`src/rtl/cpu_bus_pkg.sv`:
```
// cpu_bus_pkg: FSM encodings, arbitration modes and the default CPU memory map.
// Latency: none (types and constants only).
// Backpressure: n/a.
package cpu_bus_pkg;

    localparam logic [0:0] ST_IDLE   = 1'b0;
    localparam logic [0:0] ST_ACCESS = 1'b1;

    localparam int ARB_FIXED = 0;
    localparam int ARB_RR    = 1;

    localparam logic [31:0] RAM_BASE    = 32'h0000_0000;
    localparam logic [31:0] RAM_MASK    = 32'hFFFF_0000;
    localparam logic [31:0] SDRAM_BASE  = 32'h1000_0000;
    localparam logic [31:0] SDRAM_MASK  = 32'hFC00_0000;
    localparam logic [31:0] TERM_BASE   = 32'h2000_0000;
    localparam logic [31:0] TERM_MASK   = 32'hFFFF_E000;
    localparam logic [31:0] SYSREG_BASE = 32'h4000_0000;
    localparam logic [31:0] SYSREG_MASK = 32'hFFFF_FF00;

    // Unused slots: word-aligned addresses never have both low bits set, so this never hits.
    localparam logic [31:0] NO_HIT = 32'hFFFF_FFFF;

    // Eight slots so any NUM_SLAVES in 1..8 can slice its default map from the bottom.
    localparam logic [255:0] MAP_BASE = {{4{NO_HIT}}, SYSREG_BASE, TERM_BASE, SDRAM_BASE, RAM_BASE};
    localparam logic [255:0] MAP_MASK = {{4{NO_HIT}}, SYSREG_MASK, TERM_MASK, SDRAM_MASK, RAM_MASK};

    function automatic logic win_hit(input logic [31:0] addr,
                                     input logic [31:0] base,
                                     input logic [31:0] mask);
        return (addr & mask) == base;
    endfunction

endpackage

```
`src/rtl/cpu_bus_fabric_if.sv`:
```
// cpu_bus_fabric_if: Wishbone master ports plus the shared valid/ready slave bus.
// Latency: none (wires only).
// Backpressure: masters hold CYC/STB until ACK/ERR; slave valid is held until ready.
// The fabric is the Wishbone slave of the CPU ports, so it uses modport "slave";
// the surrounding CPU masters and memory slaves together use modport "master".
interface cpu_bus_fabric_if #(
    parameter int NM = 2,
    parameter int NS = 4
);
    logic [NM-1:0]    m_cyc;
    logic [NM-1:0]    m_stb;
    logic [NM-1:0]    m_we;
    logic [NM*30-1:0] m_adr;
    logic [NM*32-1:0] m_dat_mosi;
    logic [NM*4-1:0]  m_sel;
    logic [NM-1:0]    m_ack;
    logic [NM-1:0]    m_err;
    logic [NM*32-1:0] m_dat_miso;
    logic [NS-1:0]    s_valid;
    logic [31:0]      s_addr;
    logic [31:0]      s_wdata;
    logic [3:0]       s_wstrb;
    logic [NS*32-1:0] s_rdata;
    logic [NS-1:0]    s_ready;

    modport slave (
        input  m_cyc, m_stb, m_we, m_adr, m_dat_mosi, m_sel,
        output m_ack, m_err, m_dat_miso,
        output s_valid, s_addr, s_wdata, s_wstrb,
        input  s_rdata, s_ready
    );

    modport master (
        output m_cyc, m_stb, m_we, m_adr, m_dat_mosi, m_sel,
        input  m_ack, m_err, m_dat_miso,
        input  s_valid, s_addr, s_wdata, s_wstrb,
        output s_rdata, s_ready
    );

endinterface

```
`src/rtl/cpu_bus_rr_arbiter.sv`:
```
// cpu_bus_rr_arbiter: fixed-priority (highest index) or round-robin grant over the request vector.
// Latency: combinational grant; round-robin pointer updates on the edge that takes a grant.
// Backpressure: none; the caller only advances when it actually accepts a request.
module cpu_bus_rr_arbiter import cpu_bus_pkg::*; #(
    parameter int NM   = 2,
    parameter int MODE = ARB_FIXED,
    localparam int IW  = (NM > 1) ? $clog2(NM) : 1
) (
    input  logic          clk,
    input  logic          reset,
    input  logic [NM-1:0] req,
    input  logic          advance,
    output logic [NM-1:0] grant,
    output logic [IW-1:0] grant_idx,
    output logic          any_req
);

    logic [IW-1:0] ptr;

    function automatic int wrap(input int v);
        return (v >= NM) ? v - NM : v;
    endfunction

    // Select the winner; loops run so the preferred candidate is written last.
    always_comb begin
        grant_idx = '0;
        grant     = '0;
        any_req   = |req;
        if (MODE == ARB_RR) begin
            for (int k = NM - 1; k >= 0; k--) begin
                if (req[wrap(int'(ptr) + k)]) grant_idx = IW'(wrap(int'(ptr) + k));
            end
        end else begin
            for (int i = 0; i < NM; i++) begin
                if (req[i]) grant_idx = IW'(i);
            end
        end
        grant[grant_idx] = any_req;
    end

    // Round-robin pointer moves to the slot after the master just granted.
    always_ff @(posedge clk or posedge reset) begin
        if (reset) begin
            ptr <= '0;
        end else if (MODE == ARB_RR && advance && any_req) begin
            ptr <= (grant_idx == IW'(NM - 1)) ? '0 : grant_idx + IW'(1);
        end
    end

endmodule

```
`src/rtl/cpu_bus_fabric.sv`:
```
// cpu_bus_fabric: N Wishbone masters arbitrated onto one decoded valid/ready slave bus (BUS_TIMEOUT_EN adds an access timeout).
// Latency: request to s_valid 1 cycle, s_ready to ACK 1 cycle; unmapped ERR 1 cycle after request.
// Backpressure: one transfer in flight; other masters wait with CYC/STB held; s_valid held until s_ready.
module cpu_bus_fabric import cpu_bus_pkg::*; #(
    parameter int NUM_MASTERS    = 2,
    parameter int NUM_SLAVES     = 4,
    parameter int ARB_MODE       = ARB_FIXED,
    parameter logic [NUM_SLAVES*32-1:0] SLAVE_BASE = MAP_BASE[NUM_SLAVES*32-1:0],
    parameter logic [NUM_SLAVES*32-1:0] SLAVE_MASK = MAP_MASK[NUM_SLAVES*32-1:0],
    parameter int TIMEOUT_CYCLES = 1024
) (
    input  logic           clk,
    input  logic           reset,
    cpu_bus_fabric_if.slave bus
);

    localparam int IW = (NUM_MASTERS > 1) ? $clog2(NUM_MASTERS) : 1;
    localparam int SW = (NUM_SLAVES > 1) ? $clog2(NUM_SLAVES) : 1;

    if (NUM_MASTERS < 1 || NUM_MASTERS > 8 || NUM_SLAVES < 1 || NUM_SLAVES > 8 ||
        TIMEOUT_CYCLES < 1) begin : g_param_check
        $error("cpu_bus_fabric: parameter out of range");
    end

    logic [0:0]             state;
    logic [IW-1:0]          gnt;
    logic [SW-1:0]          slv;
    logic                   is_write;
    logic [NUM_MASTERS-1:0] req;
    logic [NUM_MASTERS-1:0] arb_grant;
    logic [IW-1:0]          arb_idx;
    logic                   arb_any;
    logic                   cur_we;
    logic [31:0]            req_addr;
    logic [NUM_SLAVES-1:0]  hit_vec;
    logic [SW-1:0]          hit_idx;
    logic                   hit_any;
    logic                   to_expire;

    // The acknowledged master is masked for one cycle so its dropped STB is never re-granted.
    assign req = bus.m_cyc & bus.m_stb & ~bus.m_ack & ~bus.m_err;

    cpu_bus_rr_arbiter #(
        .NM   (NUM_MASTERS),
        .MODE (ARB_MODE)
    ) u_arb (
        .clk       (clk),
        .reset     (reset),
        .req       (req),
        .advance   (state == ST_IDLE),
        .grant     (arb_grant),
        .grant_idx (arb_idx),
        .any_req   (arb_any)
    );

    assign cur_we   = |(bus.m_we & arb_grant);
    assign req_addr = {bus.m_adr[int'(arb_idx)*30 +: 30], 2'b00};

    // Address decode of the candidate master; lowest slave index wins overlapping windows.
    always_comb begin
        hit_vec = '0;
        hit_idx = '0;
        hit_any = 1'b0;
        for (int k = NUM_SLAVES - 1; k >= 0; k--) begin
            if (win_hit(req_addr, SLAVE_BASE[k*32 +: 32], SLAVE_MASK[k*32 +: 32])) begin
                hit_idx = SW'(k);
                hit_any = 1'b1;
            end
        end
        hit_vec[hit_idx] = hit_any;
    end

`ifdef BUS_TIMEOUT_EN
    logic [31:0] to_cnt;

    assign to_expire = (to_cnt == 32'(TIMEOUT_CYCLES - 1));

    // Count ACCESS cycles without ready; cleared whenever the fabric is not waiting.
    always_ff @(posedge clk or posedge reset) begin
        if (reset) begin
            to_cnt <= '0;
        end else if (state == ST_ACCESS && !bus.s_ready[slv] && !to_expire) begin
            to_cnt <= to_cnt + 32'd1;
        end else begin
            to_cnt <= '0;
        end
    end
`else
    assign to_expire = 1'b0;
`endif

    // Transfer FSM: grant and decode in IDLE, wait for the selected slave in ACCESS.
    always_ff @(posedge clk or posedge reset) begin
        if (reset) begin
            state          <= ST_IDLE;
            gnt            <= '0;
            slv            <= '0;
            is_write       <= 1'b0;
            bus.m_ack      <= '0;
            bus.m_err      <= '0;
            bus.m_dat_miso <= '0;
            bus.s_valid    <= '0;
            bus.s_addr     <= '0;
            bus.s_wdata    <= '0;
            bus.s_wstrb    <= '0;
        end else begin
            bus.m_ack <= '0;
            bus.m_err <= '0;
            case (state)
                ST_IDLE: begin
                    if (arb_any) begin
                        gnt         <= arb_idx;
                        is_write    <= cur_we;
                        bus.s_addr  <= req_addr;
                        bus.s_wdata <= bus.m_dat_mosi[int'(arb_idx)*32 +: 32];
                        bus.s_wstrb <= cur_we ? bus.m_sel[int'(arb_idx)*4 +: 4] : 4'b0000;
                        if (hit_any) begin
                            bus.s_valid <= hit_vec;
                            slv         <= hit_idx;
                            state       <= ST_ACCESS;
                        end else begin
                            bus.m_err[arb_idx]                      <= 1'b1;
                            bus.m_dat_miso[int'(arb_idx)*32 +: 32] <= '0;
                        end
                    end
                end
                default: begin
                    if (bus.s_ready[slv]) begin
                        bus.m_ack[gnt]                      <= 1'b1;
                        bus.m_dat_miso[int'(gnt)*32 +: 32] <= is_write ? 32'h0 : bus.s_rdata[int'(slv)*32 +: 32];
                        bus.s_valid                         <= '0;
                        state                               <= ST_IDLE;
                    end else if (to_expire) begin
                        bus.m_err[gnt]                      <= 1'b1;
                        bus.m_dat_miso[int'(gnt)*32 +: 32] <= '0;
                        bus.s_valid                         <= '0;
                        state                               <= ST_IDLE;
                    end
                end
            endcase
        end
    end

endmodule

```
`src/flat_wrapper.sv`:
```
// flat-port wrapper written by rule: the top's interface ports become plain ports
module cpu_bus_fabric_flat import cpu_bus_pkg::*;
#(
    parameter int NUM_MASTERS    = 2,
    parameter int NUM_SLAVES     = 4,
    parameter int ARB_MODE       = ARB_FIXED,
    parameter logic [NUM_SLAVES*32-1:0] SLAVE_BASE = MAP_BASE[NUM_SLAVES*32-1:0],
    parameter logic [NUM_SLAVES*32-1:0] SLAVE_MASK = MAP_MASK[NUM_SLAVES*32-1:0],
    parameter int TIMEOUT_CYCLES = 1024
)
  (clk, reset, bus_m_cyc, bus_m_stb, bus_m_we, bus_m_adr, bus_m_dat_mosi, bus_m_sel, bus_m_ack, bus_m_err, bus_m_dat_miso, bus_s_valid, bus_s_addr, bus_s_wdata, bus_s_wstrb, bus_s_rdata, bus_s_ready);
  cpu_bus_fabric_if #(.NM(2), .NS(4)) bus_i ();
  input  logic clk;
  input  logic reset;
  input wire logic [$bits(bus_i.m_cyc)-1:0] bus_m_cyc;
  input wire logic [$bits(bus_i.m_stb)-1:0] bus_m_stb;
  input wire logic [$bits(bus_i.m_we)-1:0] bus_m_we;
  input wire logic [$bits(bus_i.m_adr)-1:0] bus_m_adr;
  input wire logic [$bits(bus_i.m_dat_mosi)-1:0] bus_m_dat_mosi;
  input wire logic [$bits(bus_i.m_sel)-1:0] bus_m_sel;
  output wire logic [$bits(bus_i.m_ack)-1:0] bus_m_ack;
  output wire logic [$bits(bus_i.m_err)-1:0] bus_m_err;
  output wire logic [$bits(bus_i.m_dat_miso)-1:0] bus_m_dat_miso;
  output wire logic [$bits(bus_i.s_valid)-1:0] bus_s_valid;
  output wire logic [$bits(bus_i.s_addr)-1:0] bus_s_addr;
  output wire logic [$bits(bus_i.s_wdata)-1:0] bus_s_wdata;
  output wire logic [$bits(bus_i.s_wstrb)-1:0] bus_s_wstrb;
  input wire logic [$bits(bus_i.s_rdata)-1:0] bus_s_rdata;
  input wire logic [$bits(bus_i.s_ready)-1:0] bus_s_ready;
  assign bus_i.m_cyc = bus_m_cyc;
  assign bus_i.m_stb = bus_m_stb;
  assign bus_i.m_we = bus_m_we;
  assign bus_i.m_adr = bus_m_adr;
  assign bus_i.m_dat_mosi = bus_m_dat_mosi;
  assign bus_i.m_sel = bus_m_sel;
  assign bus_m_ack = bus_i.m_ack;
  assign bus_m_err = bus_i.m_err;
  assign bus_m_dat_miso = bus_i.m_dat_miso;
  assign bus_s_valid = bus_i.s_valid;
  assign bus_s_addr = bus_i.s_addr;
  assign bus_s_wdata = bus_i.s_wdata;
  assign bus_s_wstrb = bus_i.s_wstrb;
  assign bus_i.s_rdata = bus_s_rdata;
  assign bus_i.s_ready = bus_s_ready;
  cpu_bus_fabric #(.NUM_MASTERS(NUM_MASTERS), .NUM_SLAVES(NUM_SLAVES), .ARB_MODE(ARB_MODE), .SLAVE_BASE(SLAVE_BASE), .SLAVE_MASK(SLAVE_MASK), .TIMEOUT_CYCLES(TIMEOUT_CYCLES)) u_core (.clk(clk), .reset(reset), .bus(bus_i));
endmodule
```
`config.mk`:
```
export PLATFORM = sky130hd
export DESIGN_NAME = cpu_bus_fabric_flat
export DESIGN_NICKNAME = d
export VERILOG_FILES = /design/src/rtl/cpu_bus_pkg.sv /design/src/rtl/cpu_bus_fabric_if.sv /design/src/rtl/cpu_bus_rr_arbiter.sv /design/src/rtl/cpu_bus_fabric.sv /design/src/flat_wrapper.sv
export SDC_FILE = /design/constraint.sdc
export NUM_CORES = 1
export LEC_CHECK = 0
export CORE_AREA = 2 2 162 164
export CTS_BUF_LIST = sky130_fd_sc_hd__clkbuf_4 sky130_fd_sc_hd__clkbuf_8
export CTS_CLUSTER_SIZE = 40
export DETAILED_ROUTE_END_ITERATION = 7
export DIE_AREA = 0 0 164 166
export PLACE_DENSITY = 0.73
export SLEW_MARGIN = 20
export SYNTH_ARGS = -nofsm -noshare
export SYNTH_HDL_FRONTEND = slang
export SYNTH_SLANG_ARGS = --single-unit
```
`constraint.sdc`:
```
create_clock -name clk -period 6.65 [get_ports clk]
set_clock_uncertainty 0.15 [all_clocks]
set_input_delay 1.33 -clock clk [delete_from_list [all_inputs] [get_ports clk]]
set_output_delay 1.33 -clock clk [all_outputs]
set_load 0.02 [all_outputs]
```
==> results_dict.tcl, run 1 <==
set metrics [dict create \
    status "completed" \
    slew_viol_final 0 \
    cts_setup_buffers 0 \
    min_path_type "reg2reg" \
    synth_top_cell_area_share_pct 48.14 \
    wire_per_inst_um 18.99 \
    path_class "in2reg" \
    dieArea_um2 27220 \
    vias 7288 \
    portBuffers 409 \
    synth_cell_types 47 \
    htree_levels 4 \
    path_clk_slew_ps 90 \
    syn2layout_area_growth_pct 62.77 \
    fin_tns_setup_ps 0 \
    cts_inserted_buffers 17 \
    yosysTopAreaCell "dfrtp_1" \
    vias_per_cell 4.934 \
    cp_max_fo 75 \
    yosys-top-cells-area "dfrtp_1, mux4_2, nand2_1" \
    max_cap_violations 0 \
    syn-instance-count 753 \
    syn_avg_cell_area_um2 9.872 \
    cts-root-buf "clkbuf_8" \
    netlist_area_um2 7433 \
    synth_edf_count 0 \
    ys_seq_area_share_pct 48.14 \
    fin_crit_sh_pct 63.25 \
    ant_nets 0 \
    rsz0062_at_grt "false" \
    cts.sinks 143 \
    irDropWorstVdd_mv 0.08972 \
    initial_core_util_pct 29.02 \
    tritoncts "yes" \
    finalHoldViolations 0 \
    internal-power_w 0.001575 \
    core_area_um2 25620 \
    cts_resized 0 \
    worstPathArrival_ps 4390 \
    die_height_um 166 \
    seq_power_share_pct 42.4 \
    routed_wl_um 28050 \
    required_ps 6830 \
    grt-ovfl-total 0 \
    dr.pass1.iters 5 \
    p_comb_share_pct 29.4 \
    start_kind "input port" \
    antenna_found_initial 1 \
    hpwlAfterDp_um 21150 \
    grt_start_max_net_pins 95 \
    cellLeakagePower_nw 5.029 \
    grt_pass1_wl_um 42550 \
    synthFlopType "dfrtp_1" \
    clockBufferDepth 2 \
    std_cell_rows 59 \
    io_pins 412 \
    grt_usage_pct 20.47 \
    grt_pass1_vias 7438 \
    layout-drive-gt1-share_pct 8.238 \
    setup_viol 0 \
    tightest_slew_ps 921.9 \
    place_congestion 0.8425 \
    clk_latency_ps 440 \
    p_sw_share_pct 32.54 \
    finalCriticalPeriod_ps 4206 \
    fin_nets 1400 \
    yosys_warnings 0 \
    netSwitchingPower_w 0.0007598 \
    synth_common_cells "nand2_1, dfrtp_1, nor2_1, a31oi_1, mux4_2" \
    max_slew_margin_pct 38.54 \
    synth.most_common_cell "nand2_1" \
    yosys_register_bits 143 \
    clockPowerShare_pct 28.2 \
    cp-end-kind "register" \
    num-fill-cells 2428 \
    total_power_w 0.002335 \
    powerDensity_nw_per_um2 193.0 \
    drt-initial-drc-count 392 \
    cts_hold_buffers 0 \
    drcViolationCount 0 \
    max_freq_mhz 237.8 \
    die_w_um 164 \
    synthArstFlopShare_pct 100.0 \
]
-- worst max-delay path, stage by stage --
cell	delay (ps)
clkdlybuf4s50_1	460
nand4bb_4	110
buf_4	630
mux2i_1	200
a21boi_2	220
o21ai_1	260
and3_1	640
buf_4	370
o2bb2ai_1	100
-- cells in the final DEF (no fill, tap or decap), drive strengths merged, types with 2 or more instances in the layout --
cell type and count:
a21o 25, a21oi 3, a22o 32, a22oi 3
a31oi 62, and2 2, and3 2, buf 10
clkbuf 17, clkdlybuf4s50 409, clkinv 3, clkinvlp 4
conb 2, dfrtp 143, inv 14, mux2i 6
mux4 33, nand2 180, nand2b 11, nand4 6
nor2 74, nor2b 23, nor3 7, nor4 7
nor4b 2, o21ai 19, o22ai 10, o2bb2ai 24
-- power groups by stage --
stage | Sequential (W) | Combinational [W] | Clock, W
floorplan | 0.00109 | 0.000218 | 0
global placement | 0.00100 | 0.000687 | 0
detailed placement | 0.00101 | 0.000691 | 0
CTS | 0.000991 | 0.000694 | 0.000686
global route | 0.00100 | 0.000739 | 0.000720
finish | 0.000990 | 0.000686 | 0.000659
-- worst paths after layout --
| path | from | endpoint | slack (ps) | depth (start not counted) |
|---|---|---|---|---|
| setup / recovery | bus_m_cyc[1] | u_core.bus.m_dat_miso[38] | 2440 | 9 |
| hold / removal | u_core.bus.s_wstrb[2] | u_core.bus.s_wstrb[2] | 340 | 2 |
| setup reg to reg | u_core.slv[1] | u_core.bus.m_dat_miso[44] | 3090 | 6 |
| hold reg to reg | u_core.bus.s_wstrb[2] | u_core.bus.s_wstrb[2] | 340 | 2 |
| max in group asynchronous | reset | u_core.bus.m_dat_miso[34] | 3880 | 3 |
| min in group asynchronous | reset | u_core.bus.s_addr[20] | 1260 | 2 |
-- stage by stage --
stage	utilization, %	area, µm²	instances	hold WS (ps)	worst slack (ps)
after floorplan	-	7437	754	312.8	1332
after global placement	45.83	11740	1444	310.2	2004
after detailed placement	45.83	11740	1444	324.4	1945
after CTS	47.22	12100	1476	345.7	2421
after global routing	47.22	12100	1476	382.1	2237
final	47.23	12100	1477	342.5	2444
-- state kept, by name, summed over array words and instances, names as in the netlist --
signal                 count
u_core.bus.m_dat_miso     64
u_core.bus.s_wdata        32
u_core.bus.s_addr         30
u_core.bus.s_valid         4
u_core.bus.s_wstrb         4
u_core.bus.m_ack           2
u_core.bus.m_err           2
u_core.slv                 2
u_core.gnt                 1
u_core.is_write            1
u_core.state               1
-- kinds of logic after synthesis --
logic type,Yosys count,synth area share [%]
simple gates,319,18.82
compound gates,181,17.52
flops,143,48.14
buf+inv,70,4.662
mux,39,10.81
other cells,1,0.05045
-- routing by layer --
| layer | up-vias | GRT usage [%] | wire length, µm |
|---|---|---|---|
| li1 | 3441 | - | - |
| met1 | 3530 | 24.88 | 11260 |
| met2 | 283 | 34.89 | 14090 |
| met3 | 34 | 5.744 | 2053 |
| met4 | 0 | 6.598 | 643 |
| met5 | - | 0 | 0 |
-- area by class of cell --
class                      count  area, µm²  share of cell area (%)
antenna                        1      2.502                 0.02068
clock buffer                  17      234.0                   1.934
clock inverter                15      123.9                   1.024
inverter                       6      27.53                  0.2275
multi-input combinational    541       3542                   29.28
sequential                   143       3581                   29.60
tap                          335      419.2                   3.464
timing repair buffer         419       4169                   34.46
Note: power is estimated with default switching activity, not from simulation.
==> run 2, diff against run 1 <==
Settings changed: CORE_AREA 2 2 162 164 to 2 2 161 163, DIE_AREA 0 0 164 166 to 0 0 163 165, PLACE_DENSITY 0.73 to 0.76.
Clock period 6.65 ns to 3.5 ns, I/O delays scaled along.
==> run 2 against run 1 <==
  * Largest power group unchanged
  * Utilization grew 1.7 points
  * Critical path type unchanged
  * Sequential power grew 92%
  * Final cell count grew 0.14%
  * First-iteration DRC count grew 37%
  * Routed wire length grew 1.6%
  * Global-route usage grew 0.53 points
  * Setup slack lost 1800 ps
  * Count of clock-buffer cells in the layout grew 2
  * Register-to-register slack lost 2200 ps
==> results_dict.tcl, run 2 (synthesis gave the netlist of run 1 again) <==
set metrics [dict create \
    syn2layout_area_growth_pct 64.75 \
    antenna_found_initial 0 \
    grt-ovfl-total 0 \
    fin_nets 1408 \
    max_freq_mhz 350.3 \
    routed_wl_um 28500 \
    slowest_stage "clkdlybuf4s50_1" \
    std_cell_rows 58 \
    path_clk_slew_ps 80 \
    ant_nets 0 \
    cts_hold_buffers 0 \
    worstPathArrival_ps 3060 \
    clockBufferDepth 2 \
    finalCriticalPeriod_ps 2855 \
    diodes 0 \
    tritoncts "yes" \
    final_core_util_pct 48.92 \
    die_height_um 165 \
    layout.area.seq_um2 3582 \
    slew_viol_final 0 \
    status "completed" \
    reg.largest.list "u_core.bus.m_dat_miso (64), u_core.bus.s_wdata (32), u_core.bus.s_addr (30)" \
    powerDensity_nw_per_um2 372.1 \
    cts_inserted_buffers 17 \
    final_cell_mix "clkdlybuf4s50_1, nand2_1, dfrtp_1" \
    required_ps 3710 \
    initial_core_util_pct 29.69 \
    grt_start_max_net_pins 69 \
    drcViolationCount 0 \
    layout-drive-gt1-share_pct 8.877 \
    max_cap_violations 0 \
    dp_slack_ps 222.3 \
    cts_setup_buffers 0 \
    fin_crit_sh_pct 81.57 \
    vias 7281 \
    cts_resized 0 \
    tightest_slew_ps 916.8 \
    cts.sinks 143 \
    rsz0062_at_grt "false" \
    finalHoldViolations 0 \
    cts-root-buf "clkbuf_8" \
    clk_latency_ps 450 \
    grt_pass1_vias 7422 \
    cp_max_fo 33 \
    cp_top_family "simple AND/OR/NAND/NOR gates" \
    drt-initial-drc-count 537 \
    crit_chain "clkdlybuf4s50_1 > and4bb_2 > nand4_1 > a21boi_2 > o21ai_1 > and3_1 > buf_4 > o2bb2ai_1" \
    min_path_type "in2async" \
    crit_buf_inv 2 \
    setup_viol 0 \
    final_common_cell "clkdlybuf4s50_1" \
    io_pins 412 \
    cp-end-kind "register" \
    max_slew_margin_pct 38.81 \
    grt_usage_pct 21.00 \
    num-fill-cells 2339 \
    setup_slack_ps 645.1 \
    multi_input_area_um2 3547 \
    hpwlAfterDp_um 22200 \
    core_area_um2 25040 \
    fin_area_um2 12250 \
    dr.pass1.iters 5 \
    fin_tns_setup_ps 0 \
    irDropWorstVdd_mv 0.2785 \
    start_kind "input port" \
    largest_reg_flops 64 \
    htree_levels 4 \
    path_class "in2reg" \
    place_congestion 0.8685 \
    dieArea_um2 26900 \
    top_register "u_core.bus.m_dat_miso" \
    cellLeakagePower_nw 5.107 \
    post_dp_cell_area_um2 11850 \
    die_w_um 163 \
    grt_pass1_wl_um 42960 \
    vias_per_cell 4.923 \
    wire_per_inst_um 19.27 \
    portBuffers 409 \
    total_power_w 0.004557 \
    slowest_delay_ps 520 \
]
-- run 2: changes by cell type in the layout (fill, tap and decap cells not counted), sizes merged --
cell / before / now
bufinv: 0 / 2
inv: 14 / 7
diode: 1 / 0
clkbuf: 17 / 19
clkinv: 3 / 6
buf: 10 / 18
-- run 2: final cells by class --
| type | count | share of cell area, % |
|---|---|---|
| clock buffer | 19 | 2.135 |
| clock inverter | 13 | 1.124 |
| inverter | 6 | 0.2145 |
| multi-input combinational | 541 | 28.96 |
| sequential | 143 | 29.25 |
| tap | 330 | 3.371 |
| timing repair buffer | 427 | 34.94 |
-- run 2: routing by layer --
| layer | track usage, % | vias up | routed length (µm) |
|---|---|---|---|
| li1 | - | 3446 | - |
| met1 | 26.12 | 3493 | 11760 |
| met2 | 35.57 | 291 | 14000 |
| met3 | 4.847 | 51 | 1959 |
| met4 | 8.005 | 0 | 787 |
| met5 | 0 | - | 0 |
-- run 2: per-stage QoR --
step | instances | hold slack (ps)
floorplan | 754 | 312.8
global placement | 1447 | 309.7
detailed placement | 1447 | 339.1
CTS | 1479 | 296.1
global route | 1479 | 306.7
finish | 1479 | 333.7
-- run 2: worst paths after layout --
| kind | from | to | slack (ps) | depth (start not counted) |
|---|---|---|---|---|
| worst max-delay path | bus_m_stb[1] | u_core.bus.m_dat_miso[38] | 650 | 8 |
| worst min-delay path | reset | u_core.bus.m_ack[1] | 330 | 2 |
| worst max register to register | u_core.bus.m_err[1] | u_core.bus.m_dat_miso[38] | 940 | 7 |
| worst min register to register | u_core.bus.s_wstrb[3] | u_core.bus.s_wstrb[3] | 350 | 2 |
| max in group asynchronous | reset | u_core.is_write | 1980 | 3 |
| min in group clk | u_core.bus.s_wstrb[3] | u_core.bus.s_wstrb[3] | 350 | 2 |
-- run 2: report_power, final --
part	switching [W]	internal, W	total, W
Combinational	0.000601	0.000701	0.00130
Clock	0.000685	0.000672	0.00136
Sequential	0.000105	0.00179	0.00190
Total	0.00139	0.00317	0.00456
==> run 3, diff against run 2 <==
Settings changed: CORE_AREA 2 2 161 163 to 2 2 162 164, DIE_AREA 0 0 163 165 to 0 0 164 166, PLACE_DENSITY 0.76 to 0.73.
Clock period 3.5 ns to 2.8 ns, I/O delays scaled along.
==> run 3 against run 2 <==
  * Critical path depth increased by 1
  * Setup slack got worse by 420 ps
  * Sequential cell count unchanged
  * First-iteration DRC count decreased by 26%
  * Hold slack improved by 5.6 ps
  * Sequential power increased by 24%
  * Critical path type unchanged
  * Highest routed layer unchanged
  * Final cell count increased by 2.0%
  * Power increased by 28%
  * Combinational power increased by 30%
  * Utilization increased by 0.056 points
==> results_dict.tcl, run 3 (synthesis gave the netlist of run 1 again) <==
set metrics [dict create \
    status "completed" \
    cts_hold_buffers 0 \
    fin_nets 1433 \
    slowest_stage "clkdlybuf4s50_1" \
    syn2layout_area_growth_pct 68.76 \
    cp-endpoint "u_core.bus.m_dat_miso[23]" \
    die_height_um 166 \
    cts-root-buf "clkbuf_8" \
    cellLeakagePower_nw 5.273 \
    rsz0062_at_grt "false" \
    routed_wl_um 28740 \
    final_common_cell "clkdlybuf4s50_1" \
    worstPathArrival_ps 2810 \
    grt_pass1_vias 7676 \
    irDropWorstVdd_mv 0.3091 \
    finalHoldViolations 0 \
    multi_input_area_um2 3547 \
    top_register "u_core.bus.m_dat_miso" \
    start_kind "input port" \
    finalCriticalPeriod_ps 2570 \
    slowest_delay_ps 430 \
    place_congestion 0.8452 \
    r2r.worst_path.cells 6 \
    drt-initial-drc-count 398 \
    portBuffers 409 \
    cts_setup_buffers 0 \
    final_cell_mix "clkdlybuf4s50_1, nand2_1, dfrtp_1" \
    required_ps 3040 \
    num-fill-cells 2341 \
    std_cell_rows 59 \
    slew_viol_final 0 \
    io_pins 412 \
    setup_viol 0 \
    crit_chain "clkdlybuf4s50_1 > nor4_1 > buf_4 > nand4_1 > a22oi_2 > nor3_2 > o22ai_4 > buf_12 > a22o_1" \
    grt-ovfl-total 0 \
    rrSetupSlack_ps 410 \
    fin_area_um2 12540 \
    path_clk_slew_ps 90 \
    vias_per_cell 4.919 \
    hpwlAfterDp_um 22170 \
    cp-end-kind "register" \
    diodes 0 \
    layout.area.seq_um2 3581 \
    htree_levels 4 \
    fin_crit_sh_pct 91.78 \
    die_w_um 164 \
    clockBufferDepth 2 \
    cts_inserted_buffers 17 \
    grt_start_max_net_pins 84 \
    tritoncts "yes" \
    cts.sinks 143 \
    stdcell_count 1509 \
    dr.pass1.iters 5 \
    path_class "in2reg" \
    min_path_type "reg2reg" \
    reg.largest.list "u_core.bus.m_dat_miso (64), u_core.bus.s_wdata (32), u_core.bus.s_addr (30)" \
    max_slew_margin_pct 49.80 \
    wire_per_inst_um 19.05 \
    post_dp_cell_area_um2 12120 \
    max_freq_mhz 389.1 \
    r2r-end "u_core.bus.m_dat_miso[23]" \
    core_area_um2 25620 \
    clk_latency_ps 440 \
    max_cap_violations 0 \
    cp_max_fo 17 \
    dp_cells 1477 \
    grt_usage_pct 20.88 \
    ant_nets 0 \
    dieArea_um2 27220 \
    timing.critical_path.from "bus_m_adr[50]" \
    tightest_slew_ps 752.9 \
    grt_pass1_wl_um 43330 \
    initial_core_util_pct 29.02 \
    powerDensity_nw_per_um2 465.0 \
    antenna_found_initial 0 \
    largest_reg_flops 64 \
    drcViolationCount 0 \
    vias 7423 \
    reg2reg_from "u_core.slv[0]" \
    layout-drive-gt1-share_pct 10.73 \
    cts_resized 0 \
]
==> run 3: changes by cell type in the layout (fill, tap and decap cells not counted), moves of 2 or more <==
cell / change
clkbuf_8: -2
buf_4: +19
inv_6: +2
clkinvlp_4: -2
clkinv_8: +2
inv_8: +3
clkinv_2: -4
buf_12: +6
==> run 3: worst min-delay path by stage <==
stage | startpoint | end | slack [ps] | cells after the start
4_1_cts | u_core.bus.s_wstrb[3] | u_core.bus.s_wstrb[3] | 340 | 2
3_5_place_dp | u_core.bus.s_wstrb[3] | u_core.bus.s_wstrb[3] | 320 | 2
3_3_place_gp | u_core.bus.s_wstrb[0] | u_core.bus.s_wstrb[0] | 310 | 2
6_report | u_core.bus.s_wstrb[1] | u_core.bus.s_wstrb[1] | 340 | 2
5_1_grt | u_core.bus.s_wstrb[3] | u_core.bus.s_wstrb[3] | 370 | 2
2_1_floorplan | u_core.gnt | u_core.gnt | 310 | 1
==> run 3: layer usage <==
metal	routed length [µm]	GRT usage, %
met1	11440	25.24
met2	14630	36.17
met3	1880	4.870
met4	788	7.361
met5	0	0
==> run 3: through the flow <==
stage | setup slack [ps] | setup TNS [ps] | hold slack (ps) | util (%) | total power [W]
final | 230.1 | 0 | 339.3 | 48.97 | 0.005833
after global routing | 73.98 | 0 | 366.7 | 48.97 | 0.006115
after CTS | 190.8 | 0 | 340.4 | 48.97 | 0.005907
after detailed placement | -286.9 | -15670 | 321.5 | 47.30 | 0.004089
after global placement | -269.4 | -16220 | 309.4 | 47.30 | 0.004066
after floorplan | 298.9 | 0 | 312.8 | - | 0.003111
==> run 3: worst max-delay path, delay by kind of cell <==
kind                   cells  cell delay (ps)
buffers and inverters      3              790
AOI/OAI and AO/OA          3              770
and+or+nand+nor            3              670
==> run 3: cell type report <==
type | count | share of cell area, %
Tap cell | 335 | 3.341
Clock buffer | 17 | 1.865
Inverter | 6 | 0.2095
Sequential cell | 143 | 28.55
Timing Repair Buffer | 452 | 36.21
Multi-Input combinational cell | 541 | 28.28
Clock inverter | 15 | 1.556
==> run 3: power breakdown <==
group          internal, W  switching (W)
clock network     0.000840       0.000955
logic             0.000905       0.000782
registers          0.00224       0.000110
total              0.00399        0.00185
==> variant 1, RTL diff (settings of run 2) <==
`NM` is set to 2 in 3 places; all go to 1.
--- a/src/rtl/cpu_bus_fabric_if.sv
+++ b/src/rtl/cpu_bus_fabric_if.sv
@@ -4,7 +4,7 @@
 // The fabric is the Wishbone slave of the CPU ports, so it uses modport "slave";
 // the surrounding CPU masters and memory slaves together use modport "master".
 interface cpu_bus_fabric_if #(
-    parameter int NM = 2,
+    parameter int NM = 1,
     parameter int NS = 4
 );
     logic [NM-1:0]    m_cyc;
--- a/src/rtl/cpu_bus_rr_arbiter.sv
+++ b/src/rtl/cpu_bus_rr_arbiter.sv
@@ -2,7 +2,7 @@
 // Latency: combinational grant; round-robin pointer updates on the edge that takes a grant.
 // Backpressure: none; the caller only advances when it actually accepts a request.
 module cpu_bus_rr_arbiter import cpu_bus_pkg::*; #(
-    parameter int NM   = 2,
+    parameter int NM   = 1,
     parameter int MODE = ARB_FIXED,
     localparam int IW  = (NM > 1) ? $clog2(NM) : 1
 ) (
--- a/src/flat_wrapper.sv
+++ b/src/flat_wrapper.sv
@@ -9,7 +9,7 @@
     parameter int TIMEOUT_CYCLES = 1024
 )
   (clk, reset, bus_m_cyc, bus_m_stb, bus_m_we, bus_m_adr, bus_m_dat_mosi, bus_m_sel, bus_m_ack, bus_m_err, bus_m_dat_miso, bus_s_valid, bus_s_addr, bus_s_wdata, bus_s_wstrb, bus_s_rdata, bus_s_ready);
-  cpu_bus_fabric_if #(.NM(2), .NS(4)) bus_i ();
+  cpu_bus_fabric_if #(.NM(1), .NS(4)) bus_i ();
   input  logic clk;
   input  logic reset;
   input wire logic [$bits(bus_i.m_cyc)-1:0] bus_m_cyc;
Ports: changed (9 resized); port bits go from 412 to 309. No check against the original RTL was run, so the function may have changed too.
==> variant 1 against run 2 <==
  * Wire length down 37%
  * Sequential cell count fell by 35
  * Largest power group unchanged
  * Power is 28% lower
  * Die area did not move
  * Area after synthesis decreased by 29%
  * Setup slack got worse by 0.10 ns
  * Count of clock-buffer cells in the layout is 9 lower
  * Cell area down 27%
  * Utilization down 13 points
==> variant 1: results (changes against run 2) <==
status finished clean; Max H-tree Level 3 (-1); worst r2r path cells 5 (-2); Clock transition at path regs 0.11 ns (+0.03 ns); DP Cell Count 1131 (-22%); complex-gate fraction of the synthesized area 6.58% (-11 points); worst hold slack 0.334 ns (+0.000688 ns); list of most frequent post-synthesis cells nand2_1, dfrtp_1, mux2i_1, o22ai_1, mux2_4; Hold WC Path Type register to register; Via density 4.23 (-14%); top flop regs u_core.bus.m_dat_miso (32), u_core.bus.s_wdata (32), u_core.bus.s_addr (30); fmax 0.338 GHz (-3.5%); drt first pass iters 4 (-1); net total in the final layout 1015 (-28%); hpwl dp 13800 µm (-38%); CP Data Arrival Time 3.08 ns (+0.02 ns); first-pass GRT wire length 27100 µm (-37%); met1 Usage GRT 14.9% (-11 points); number of buffers created by CTS 9 (-8); initial antenna violation count 0 (unchanged); layout cells sized above 1 8.81% (-0.065 points); met3 WL 2000 µm (+2.2%); GRT Overall Usage 13.0% (-8.0 points); post-route insts no fill 1147 (-22%); Ys Warns 0 (unchanged); P_sw 1.04 mW (-25%); Leak 4.33 nW (-15%); vias in the first global route 5007 (-33%); dpl ws 0.144 ns (-0.0787 ns); Yosys cell types 43 (-8.5%); Seq/Total Area, Yosys 51.1% (+2.9 points); Worst VDD drop 172 µV (-38%); routability cong. 0.774 (-11%); drt total wl 18100 µm (-37%); dpl cell area 8760 µm² (-26%); mux contribution to synthesized area 21.5% (+11 points); 1st-iter DRT viols 185 (-66%); met3 Track Usage GR 5.05% (+0.20 points); M2 GR Usage 22.1% (-14 points); synthesized area per cell 10.2 µm² (+3.7%); setup bufs post-CTS 0 (unchanged); largest cells by area after synthesis dfrtp_1, nand2_1, mux2i_1; Max Used Layer met4; Clock Latency Late Sink 0.39 ns (-0.06 ns); Rel. slew slack 54.3% (+16 points); pin count of the biggest net entering global routing 67 (-2.9%); Reg2Reg Setup Slack 1.19 ns (+0.25 ns)
variant 1: cell count changes in the layout (fill, tap and decap cells not counted), sizes merged, moves of 22 or more:
cell and change:
mux4 -32, clkdlybuf4s50 -103, o22ai +22, a22o -31
o2bb2ai -23, mux2 +32, mux2i +58, nor2 -73
a31oi -60, nor2b -22, dfrtp -35, a21o -24
variant 1: path summary, 6_finish.rpt:
kind                                  startpoint                        end
max                                bus_m_adr[14]  u_core.bus.m_dat_miso[31]
max reg2reg                        u_core.slv[0]  u_core.bus.m_dat_miso[31]
min in group asynchronous                  reset      u_core.bus.s_addr[18]
min                        u_core.bus.s_wstrb[0]      u_core.bus.s_wstrb[0]
min reg2reg                u_core.bus.s_wstrb[0]      u_core.bus.s_wstrb[0]
max in group asynchronous                  reset   u_core.bus.m_dat_miso[2]
variant 1: final cells by class:
| class | count | area (µm²) |
|---|---|---|
| inverters | 4 | 18.8 |
| well taps | 330 | 413 |
| multi-input cells | 372 | 2430 |
| fillers | 2501 | 16100 |
| clock inverters | 6 | 56.3 |
| repair buffers | 317 | 3200 |
| flip-flops and latches | 108 | 2710 |
| clock buffers | 10 | 138 |
variant 1: power by group through the flow:
| stage | combinational, mW | clock (mW) | sequential [mW] |
|---|---|---|---|
| after floorplan | 0.306 | 0 | 1.63 |
| after global routing | 1.12 | 0.884 | 1.47 |
| after global placement | 1.04 | 0 | 1.47 |
| after CTS | 1.06 | 0.834 | 1.45 |
| after detailed placement | 1.05 | 0 | 1.47 |
| final | 1.04 | 0.781 | 1.45 |
variant 1: worst max-delay path, cell delays in order:
cell and delay (ns):
clkdlybuf4s50_1 0.42, or4_1 0.61, o31a_1 0.31, nand2b_1 0.19
a31oi_4 0.20, buf_12 0.26, mux2_2 0.37
==> variant 2, RTL diff (config.mk and constraints of run 2) <==
Without the edit above. Add a define of `BUS_TIMEOUT_EN`.
--- a/src/rtl/cpu_bus_fabric.sv
+++ b/src/rtl/cpu_bus_fabric.sv
@@ -1,6 +1,8 @@
 // cpu_bus_fabric: N Wishbone masters arbitrated onto one decoded valid/ready slave bus (BUS_TIMEOUT_EN adds an access timeout).
 // Latency: request to s_valid 1 cycle, s_ready to ACK 1 cycle; unmapped ERR 1 cycle after request.
 // Backpressure: one transfer in flight; other masters wait with CYC/STB held; s_valid held until s_ready.
+`define BUS_TIMEOUT_EN
+
 module cpu_bus_fabric import cpu_bus_pkg::*; #(
     parameter int NUM_MASTERS    = 2,
     parameter int NUM_SLAVES     = 4,
Behaviour: same outputs for any inputs over 4 cycles, from zero or initial values and one cycle with reset high; that may be too few to reach the edited logic, so the function may still have changed.
==> variant 2 against run 2 <==
  * Global-route usage increased by 1.6 points
  * Via count rose by 20%
  * Cell area up 13%
  * Power grew 10%
  * Setup slack worse by 0.16 ns
  * Sequential power grew 19%
  * Area after synthesis up 20%
  * Critical path depth fell by 2
  * Maximum frequency down 5.3%
  * Wire length up 8.7%
  * Sequential cell count grew 32
==> variant 2: results (changes against run 2) <==
Layout Area Growth over Synthesis 55.0%; Post-Synth Adder-Cell Area 0.140% (+0.14 points); routability cong. 0.957 (+10%); P_clk 1.49 mW (+9.6%); top flop regs u_core.bus.m_dat_miso (64), u_core.bus.s_wdata (32), u_core.to_cnt (32); Yosys cell types 53 (+13%); synthesized area per cell 9.89 µm² (+0.19%); Routed met1 length 12300 µm (+4.7%); period utilisation layout 86.2% (+4.6 points); worst hold slack 0.340 ns (+0.00580 ns); met1 Usage GRT 28.7% (+2.6 points); Via density 5.35 (+8.7%); Worst path top cell family by delay compound AO/OA/AOI/OAI gates; met3 WL 2140 µm (+9.1%); drt total wl 31000 µm (+8.7%); Reg-to-Reg Start u_core.bus.m_ack[1]; P_sw 1.56 mW (+12%); sequential power 2.26 mW (+19%); Hold WC Path Type register to register; Design Power 5.03 mW (+10%); Top FF cell, synth dfrtp_1; Filler cells 2216 (-5.3%); crit path max fanout 33 (unchanged); Clock transition at path regs 0.11 ns (+0.03 ns); vias in the first global route 8503 (+15%); async set-or-reset flop fraction in the synthesized netlist 100% (unchanged); pin count of the biggest net entering global routing 110 (+59%); setup bufs post-CTS 0 (unchanged); mux contribution to synthesized area 9.48% (-1.3 points); worst r2r path cells 5 (-2); complex-gate fraction of the synthesized area 16.6% (-0.94 points); CP endpoint u_core.bus.m_dat_miso[31]; M2 GR Usage 38.6% (+3.0 points); largest cells by area after synthesis dfrtp_1, mux4_2, nand2_1; layout cells sized above 1 9.78% (+0.91 points); Worst VDD drop 248 µV (-11%); hpwl dp 23300 µm (+5.1%); dpl ws 0.0345 ns (-0.188 ns); status finished clean; Critical Path Start bus_m_cyc[1]; met2 wire length 15800 µm (+13%); net total in the final layout 1558 (+11%); met3 Track Usage GR 5.17% (+0.33 points); Seq/Total Area, Yosys 49.0% (+0.89 points); Vias 8713 (+20%); Leak 5.47 nW (+7.2%); worst slew pin tran 0.669 ns (-0.248 ns); critical path's largest stage delay 0.55 ns (+0.03 ns); Slowest-stage cell, CP nor4bb_4; list of most frequent post-synthesis cells nand2_1, dfrtp_1, nor2_1, a31oi_1, clkbuf_1; 1st-iter DRT viols 753 (+40%); XOR/XNOR share of the synthesized area 2.45% (+2.5 points); dpl cell area 13400 µm² (+13%); first-pass GRT wire length 47300 µm (+10%); Reg2Reg Setup Slack 0.79 ns (-0.15 ns); GRT Overall Usage 22.6% (+1.6 points)
variant 2: changes by cell type in the layout (fill, tap and decap cells not counted), sizes merged, moves of 10 or more:
cell     before  now
o21ai        19   52
a22o         32    0
a32o          0   32
dfrtp       143  175
a22oi         3   31
o2bb2ai      24    0
nor2         74   96
a21o         25    4
nand3         1   22
nor2b        23    3
xnor2         0   18
nor4          7   21
o22ai        10    0
variant 2: final cells by class:
class,count,share of cell area [%]
Tap cell,330,2.98
Multi-Input combinational cell,648,30.7
Inverter,9,0.271
Timing Repair Buffer,434,31.4
Clock inverter,14,1.22
Sequential cell,175,31.6
Clock buffer,18,1.79
variant 2: kinds of logic after synthesis:
group	count (synthesis)
AO/OA/AOI/OAI	207
XOR/XNOR	25
adder cells (fa/ha/maj)	1
buffers and inverters	81
flip-flops	175
multiplexers	42
other	1
AND/OR/NAND/NOR	371
